$ cat config.mk
export PLATFORM = sky130hd
export DESIGN_NAME = simd_compute_issue
export DESIGN_NICKNAME = d
export VERILOG_FILES = /design/src/rtl/simd_compute_issue.sv
export SDC_FILE = /design/constraint.sdc
export NUM_CORES = 1
export LEC_CHECK = 0
export CAP_MARGIN = 10
export CORE_ASPECT_RATIO = 0.75
export CORE_MARGIN = 1.5
export CORE_UTILIZATION = 47
export CTS_BUF_LIST = sky130_fd_sc_hd__clkbuf_2
export DETAILED_ROUTE_END_ITERATION = 8
export PLACE_DENSITY = 0.83
export SLEW_MARGIN = 20
export SYNTH_ARGS = -nofsm -noshare
export SYNTH_HDL_FRONTEND = slang
export SYNTH_SLANG_ARGS = --single-unit
$ cat constraint.sdc
create_clock -name clk -period 4.7 [get_ports clk]
set_clock_uncertainty 0.15 [all_clocks]
set_input_delay 0.94 -clock clk [delete_from_list [all_inputs] [get_ports clk]]
set_output_delay 0.94 -clock clk [all_outputs]
set_load 0.05 [all_outputs]
$ cat src/rtl/simd_compute_issue.sv
// -----------------------------------------------------------------------------
// simd_compute_issue
//
// Instruction-side driver for the SIMD compute unit. It accepts one vector
// instruction at a time, walks the strided source descriptors to issue one
// operand-buffer read per element, and drives the compute unit's opcode,
// function and accumulator-reset controls. A valid shift register that spans
// the read latency plus the compute latency marks the cycle in which each
// result leaves the compute unit's output register. The result-buffer write
// strobe and the destination address are produced in that cycle.
//
// Ports
//   clk, reset                     clock, synchronous active-high reset
//   inst_valid / inst_ready        instruction handshake (ready only in IDLE)
//   inst_opcode, inst_fn           compute-unit opcode / function
//   inst_num_iter                  element count N (0 is legal)
//   inst_acc                       1 = reduce all N elements into one result
//   inst_src{0,1}_base/_stride     strided source descriptors
//   inst_dst_base/_stride          strided destination descriptor
//   stall                          suspend issue (ignored for acc instructions)
//   src_rd_en, src{0,1}_rd_addr    operand-buffer read strobe and addresses
//   cu_opcode, cu_fn, cu_acc_reset compute-unit controls
//   dst_wr_en, dst_wr_addr         result-buffer write strobe and address
//   busy, done                     instruction in flight / completion pulse
//
// Every output is a register. The always_comb block computes the value that
// each output takes in the next cycle.
// -----------------------------------------------------------------------------
module simd_compute_issue #(
    parameter int OPCODE_BITS   = 4,
    parameter int FUNCTION_BITS = 4,
    parameter int ADDR_WIDTH    = 16,
    parameter int COUNT_WIDTH   = 16,
    parameter int RD_LATENCY    = 1,
    parameter int CU_LATENCY    = 1
) (
    input  logic                     clk,
    input  logic                     reset,
    input  logic                     inst_valid,
    output logic                     inst_ready,
    input  logic [OPCODE_BITS-1:0]   inst_opcode,
    input  logic [FUNCTION_BITS-1:0] inst_fn,
    input  logic [COUNT_WIDTH-1:0]   inst_num_iter,
    input  logic                     inst_acc,
    input  logic [ADDR_WIDTH-1:0]    inst_src0_base,
    input  logic [ADDR_WIDTH-1:0]    inst_src0_stride,
    input  logic [ADDR_WIDTH-1:0]    inst_src1_base,
    input  logic [ADDR_WIDTH-1:0]    inst_src1_stride,
    input  logic [ADDR_WIDTH-1:0]    inst_dst_base,
    input  logic [ADDR_WIDTH-1:0]    inst_dst_stride,
    input  logic                     stall,
    output logic                     src_rd_en,
    output logic [ADDR_WIDTH-1:0]    src0_rd_addr,
    output logic [ADDR_WIDTH-1:0]    src1_rd_addr,
    output logic [OPCODE_BITS-1:0]   cu_opcode,
    output logic [FUNCTION_BITS-1:0] cu_fn,
    output logic                     cu_acc_reset,
    output logic                     dst_wr_en,
    output logic [ADDR_WIDTH-1:0]    dst_wr_addr,
    output logic                     busy,
    output logic                     done
);

    // An element issued in cycle c has its result written in cycle c + L.
    localparam int L = RD_LATENCY + CU_LATENCY;

    typedef enum logic [1:0] {
        IDLE  = 2'd0,
        ISSUE = 2'd1,
        DRAIN = 2'd2
    } state_t;

    state_t state, state_nxt;

    // Instruction fields that are held for the duration of the instruction.
    logic [OPCODE_BITS-1:0]   opcode_q;
    logic [FUNCTION_BITS-1:0] fn_q;
    logic                     acc_q;
    logic [ADDR_WIDTH-1:0]    src0_stride_q, src1_stride_q;
    logic [ADDR_WIDTH-1:0]    dst_base_q, dst_stride_q;

    // Running address generators. Each one holds the address that the next
    // element uses.
    logic [ADDR_WIDTH-1:0] src0_ptr, src1_ptr, dst_ptr;
    logic [ADDR_WIDTH-1:0] src0_ptr_nxt, src1_ptr_nxt, dst_ptr_nxt;

    // Elements not yet issued, plus a flag for "element 0 not yet issued".
    logic [COUNT_WIDTH-1:0] left_q, left_nxt;
    logic                   first_q, first_nxt;

    // Element pipeline. Index k holds the element issued k cycles ago.
    logic [L-1:0] vld_p, first_p, last_p;
    logic [L-1:0] vld_p_nxt, first_p_nxt, last_p_nxt;

    // Effective values for this cycle. On the acceptance cycle they come
    // straight from the instruction port.
    logic                   accept;
    logic                   eff_acc;
    logic [COUNT_WIDTH-1:0] left_cur;
    logic                   first_cur;
    logic [ADDR_WIDTH-1:0]  cur0, cur1, str0, str1;
    logic                   issue;

    // Next-cycle output values.
    logic                     inst_ready_nxt, busy_nxt, done_nxt;
    logic                     src_rd_en_nxt, dst_wr_en_nxt, cu_acc_reset_nxt;
    logic [ADDR_WIDTH-1:0]    src0_rd_addr_nxt, src1_rd_addr_nxt, dst_wr_addr_nxt;
    logic [OPCODE_BITS-1:0]   cu_opcode_nxt;
    logic [FUNCTION_BITS-1:0] cu_fn_nxt;

    always_comb begin
        accept    = inst_ready && inst_valid;
        eff_acc   = accept ? inst_acc         : acc_q;
        left_cur  = accept ? inst_num_iter    : left_q;
        first_cur = accept ? 1'b1             : first_q;
        cur0      = accept ? inst_src0_base   : src0_ptr;
        cur1      = accept ? inst_src1_base   : src1_ptr;
        str0      = accept ? inst_src0_stride : src0_stride_q;
        str1      = accept ? inst_src1_stride : src1_stride_q;

        // The compute unit has no enable, so an accumulating reduction must
        // not be broken up. Stall only gates non-acc instructions. Stall is
        // sampled one cycle ahead of the read strobe that it suppresses.
        issue = (accept || (state == ISSUE)) && (left_cur != '0) &&
                !(stall && !eff_acc);

        state_nxt = state;
        case (state)
            IDLE: begin
                if (accept) begin
                    // An empty instruction goes through one DRAIN cycle. That
                    // cycle carries busy and the done pulse.
                    state_nxt = (inst_num_iter == '0) ? DRAIN : ISSUE;
                end
            end
            ISSUE: begin
                if (left_q == '0) begin
                    state_nxt = DRAIN;
                end
            end
            DRAIN: begin
                if (done) begin
                    state_nxt = IDLE;
                end
            end
            default: state_nxt = IDLE;
        endcase

        left_nxt     = left_cur - COUNT_WIDTH'(issue);
        first_nxt    = first_cur && !issue;
        src0_ptr_nxt = issue ? cur0 + str0 : cur0;
        src1_ptr_nxt = issue ? cur1 + str1 : cur1;

        vld_p_nxt      = '0;
        first_p_nxt    = '0;
        last_p_nxt     = '0;
        vld_p_nxt[0]   = issue;
        first_p_nxt[0] = issue && first_cur;
        last_p_nxt[0]  = issue && (left_cur == COUNT_WIDTH'(1));
        for (int k = 1; k < L; k++) begin
            vld_p_nxt[k]   = vld_p[k-1];
            first_p_nxt[k] = first_p[k-1];
            last_p_nxt[k]  = last_p[k-1];
        end

        src_rd_en_nxt    = issue;
        src0_rd_addr_nxt = issue ? cur0 : src0_rd_addr;
        src1_rd_addr_nxt = issue ? cur1 : src1_rd_addr;

        // The oldest pipeline slot holds the element whose result appears on
        // the compute-unit output in the next cycle. A reduction writes only
        // its last element, and always to dst_base.
        dst_wr_en_nxt   = vld_p[L-1] && (!acc_q || last_p[L-1]);
        dst_wr_addr_nxt = dst_wr_en_nxt ? (acc_q ? dst_base_q : dst_ptr) : dst_wr_addr;
        dst_ptr_nxt     = accept ? inst_dst_base :
                          (dst_wr_en_nxt && !acc_q) ? dst_ptr + dst_stride_q : dst_ptr;

        done_nxt       = (accept && (inst_num_iter == '0)) || (vld_p[L-1] && last_p[L-1]);
        busy_nxt       = (state_nxt != IDLE);
        inst_ready_nxt = (state_nxt == IDLE);

        cu_opcode_nxt = busy_nxt ? (accept ? inst_opcode : opcode_q) : '0;
        cu_fn_nxt     = busy_nxt ? (accept ? inst_fn     : fn_q)     : '0;

        // Element 0 reaches the compute-unit inputs RD_LATENCY cycles after it
        // is issued. This is the only cycle in which a reduction clears its
        // feedback. Element-wise instructions keep the feedback cleared for
        // the whole instruction.
        cu_acc_reset_nxt = busy_nxt &&
                           (!eff_acc || (vld_p[RD_LATENCY-1] && first_p[RD_LATENCY-1]));
    end

    // Control and output registers
    always_ff @(posedge clk) begin
        if (reset) begin
            state        <= IDLE;
            inst_ready   <= 1'b0;
            busy         <= 1'b0;
            done         <= 1'b0;
            src_rd_en    <= 1'b0;
            dst_wr_en    <= 1'b0;
            cu_acc_reset <= 1'b0;
            cu_opcode    <= '0;
            cu_fn        <= '0;
            src0_rd_addr <= '0;
            src1_rd_addr <= '0;
            dst_wr_addr  <= '0;
            vld_p        <= '0;
        end else begin
            state        <= state_nxt;
            inst_ready   <= inst_ready_nxt;
            busy         <= busy_nxt;
            done         <= done_nxt;
            src_rd_en    <= src_rd_en_nxt;
            dst_wr_en    <= dst_wr_en_nxt;
            cu_acc_reset <= cu_acc_reset_nxt;
            cu_opcode    <= cu_opcode_nxt;
            cu_fn        <= cu_fn_nxt;
            src0_rd_addr <= src0_rd_addr_nxt;
            src1_rd_addr <= src1_rd_addr_nxt;
            dst_wr_addr  <= dst_wr_addr_nxt;
            vld_p        <= vld_p_nxt;
        end
    end

    // Instruction latch and datapath registers. These registers are only
    // meaningful while the pipeline valid bits say so, so they are not reset.
    always_ff @(posedge clk) begin
        if (accept) begin
            opcode_q      <= inst_opcode;
            fn_q          <= inst_fn;
            acc_q         <= inst_acc;
            src0_stride_q <= inst_src0_stride;
            src1_stride_q <= inst_src1_stride;
            dst_base_q    <= inst_dst_base;
            dst_stride_q  <= inst_dst_stride;
        end
        src0_ptr <= src0_ptr_nxt;
        src1_ptr <= src1_ptr_nxt;
        dst_ptr  <= dst_ptr_nxt;
        left_q   <= left_nxt;
        first_q  <= first_nxt;
        first_p  <= first_p_nxt;
        last_p   <= last_p_nxt;
    end

endmodule

==> out/qor.yml <==
grt:
  antenna_found_initial: 0
  grt_pass1_wl_um: 40600
  track_usage: 0.232
  overflow: 0
  grt_pass1_vias: 8177
  grt_max_degree: 117
worst_setup_path:
  cp_max_fo: 24
  arrival_ns: 4.40
  worstSetupStartpointType: "input pin"
  cpPeakStageDelay_ns: 0.60
  reg2regPathDepth: 13
  path_class: "input pin to flop"
  end_kind: "flop"
  path_cells: "clkdlybuf4s50_1 -> nand2_2 -> inv_6 -> mux2i_1 -> inv_1 -> ha_1 -> fa_1 -> a211oi_1 -> o211ai_1 -> a311oi_1 -> o31ai_1 -> xor2_1 -> nand2_1 -> o21ai_1"
  cp_data_required_time_ns: 5.16
  path_depth: 14
  worst-path-buf-inv: 3
  cp_top_family: "compound AO/OA/AOI/OAI gates"
  cp_slowest_cell: "clkdlybuf4s50_1"
sta:
  min_period_over_period: 0.837
  finalSetupViolations: 0
  fin_crit_ns: 3.93
  worstMarginPinSlew_ns: 0.764
  slew_headroom: 0.491
  rsz0062_at_grt: "false"
  fmax_mhz: 254
  finalMaxSlewViolations: 0
  hold_violations: 0
  setup_tns_ns: 0
placement:
  finalWeightedCongestion: 0.932
  placedCellCount: 1487
  io_buffers: 186
  dp_hpwl_um: 17900
power:
  peakVddDrop_v: 0.000255
  swShare: 0.388
  power_switching_mw: 2.29
  p_comb_frac: 0.417
  powerDensity_nw_per_um2: 475
  p_clk_frac: 0.187
  p_int_mw: 3.61
  pwr-share-seq: 0.395
  p_total_mw: 5.91
  p_leak_nw: 5.11
routing:
  viasPerCell: 5.34
  wl_met2_um: 11000
  drc: 0
  wl_met3_um: 1980
  postRouteAntennaNets: 0
  wl_met1_um: 11900
  routed_wl_um: 25200
  wire_per_inst_um: 16.0
  dr.first_iter.drc_count: 591
  num_vias: 8392
  first_pass_iters: 7
  highest_layer: "met4"
job:
  maxCapViolCount: 0
floorplan:
  boundaryPins: 187
  die_h_um: 129
  dieArea_um2: 21900
  die_w_um: 170
  coreArea_um2: 20400
  rows: 45
  start_util: 0.483
clocking:
  path_clk_slew_ns: 0.11
  cts_made_buffers: 48
  cts-hold-fix-buffers: 0
  worstSkewPairLatency_ns: 0.78
  cts_sinks: 206
  clockBufferDepth: 3
  htree_levels: 2
  postCtsSetupBuffers: 0
  cts_root_buf: "clkbuf_2"
  post_cts_resized: 0
  cts_tree: "yes"
synth:
  ys_seq_area_frac: 0.466
  syn_nets: 1230
  syn_avg_cell_area_um2: 9.37
  synth-main-ff-cell: "dfxtp_1"
  yosysWarnings: 0
  ys_ff_latch: 206
  synthArstFlopShare: 0
  syn_area_um2: 9880
  synth-edff-count: 48
  yosysUniqueCellTypes: 62
  syn-instance-count: 1054
cells_and_area:
  fin_nets: 1431
  fin_util: 0.609
  area_growth_pct: 25.9
  diodes: 0
  drive_gt1_frac: 0.0830
  instances_no_fill: 1571
worst_hold_path:
  hp-class: "flop to flop"
  whs_path_depth: 0
outcome:
  status: "finished clean"
## worst reg2reg max path, cell delays in order, from the launching register on
cell	delay, ns
dfxtp_1	0.64
nand2_2	0.19
inv_6	0.25
mux2i_1	0.27
inv_1	0.08
ha_1	0.24
fa_1	0.45
a211oi_1	0.41
o211ai_1	0.24
a311oi_1	0.33
o31ai_1	0.14
xor2_1	0.15
nand2_1	0.07
o21ai_1	0.07
## power groups by stage
| stage | Clock, mW | Sequential, mW | Combinational [mW] |
|---|---|---|---|
| finish | 1.11 | 2.33 | 2.47 |
| global route | 1.23 | 2.36 | 2.74 |
| detailed placement | 0 | 2.37 | 2.43 |
| global placement | 0 | 2.36 | 2.35 |
| floorplan | 0 | 2.50 | 1.64 |
| CTS | 1.14 | 2.33 | 2.45 |
## synth_stat cells, drive strengths merged, types with 8 or more instances
| cell type | number | area [um^2] |
|---|---|---|
| nor3 | 15 | 75.1 |
| clkbuf | 29 | 109 |
| buf | 22 | 120 |
| o21a | 9 | 67.6 |
| o21ai | 52 | 260 |
| mux2i | 66 | 661 |
| a211o | 8 | 70.1 |
| xnor2 | 27 | 236 |
| ha | 48 | 601 |
| a21oi | 55 | 275 |
| o211ai | 8 | 60.1 |
| a211oi | 52 | 400 |
| nand3 | 10 | 50.1 |
| nand4 | 8 | 50.1 |
| nand2 | 174 | 653 |
| edfxtp | 48 | 1440 |
| dfxtp | 158 | 3160 |
| inv | 48 | 180 |
| a21o | 18 | 135 |
| nor4 | 9 | 56.3 |
| xor2 | 17 | 149 |
| nor2 | 89 | 337 |
## cells in the final DEF (no fill, tap or decap), types with 9 or more instances in the layout
master,Yosys,routed
clkbuf_2,0,73
xor2_1,17,17
a21o_1,18,18
mux2i_1,66,66
nand2_1,174,173
buf_4,3,13
a21oi_1,55,55
o21ai_1,17,17
edfxtp_1,48,48
a211oi_1,50,50
dfxtp_1,158,158
nand3_1,10,10
ha_1,48,48
nor2_1,88,88
nor3_1,15,15
clkdlybuf4s50_1,0,185
inv_1,47,47
xnor2_1,27,27
o21ai_0,35,35
nor4_1,9,9
## cell families (layout without fill, tap and decap cells)
group | after synthesis | in the layout | synth area share
XOR/XNOR | 44 | 44 | 0.0390
flip-flops | 206 | 206 | 0.466
AND/OR/NAND/NOR | 340 | 340 | 0.152
multiplexers | 71 | 71 | 0.0726
buffers and inverters | 99 | 334 | 0.0414
AO/OA/AOI/OAI | 243 | 243 | 0.162
adder cells (fa/ha/maj) | 51 | 51 | 0.0669
## stage by stage
stage          hold slack (ns)  cell area (um^2)  setup slack (ns)
2_1_floorplan            0.160              9880             0.116
3_3_place_gp             0.164             12000            0.0842
3_5_place_dp             0.181             12000            0.0111
4_1_cts                  0.203             12400             0.840
5_1_grt                  0.229             12400             0.474
6_report                 0.195             12400             0.766
## layer usage
layer,vias to the layer above,GRT usage
met2,300,0.368
li1,4175,-
met4,0,0.0609
met1,3875,0.318
met5,-,0
met3,42,0.0578
## layout make-up
type	count	area (um^2)
well taps	282	353
multi-input cells	749	4870
inverters	48	185
fillers	1755	8000
clock inverters	11	43.8
repair buffers	202	2010
clock buffers	73	365
flip-flops and latches	206	4600
## worst paths after layout
path | from | end | slack [ns]
worst max-delay path | inst_valid | src1_ptr[14] | 0.77
worst min-delay path | last_p[0] | last_p[1] | 0.20
worst max register to register | inst_ready | src1_ptr[14] | 0.86
worst min register to register | last_p[0] | last_p[1] | 0.20
(Power assumes the default switching activity.)
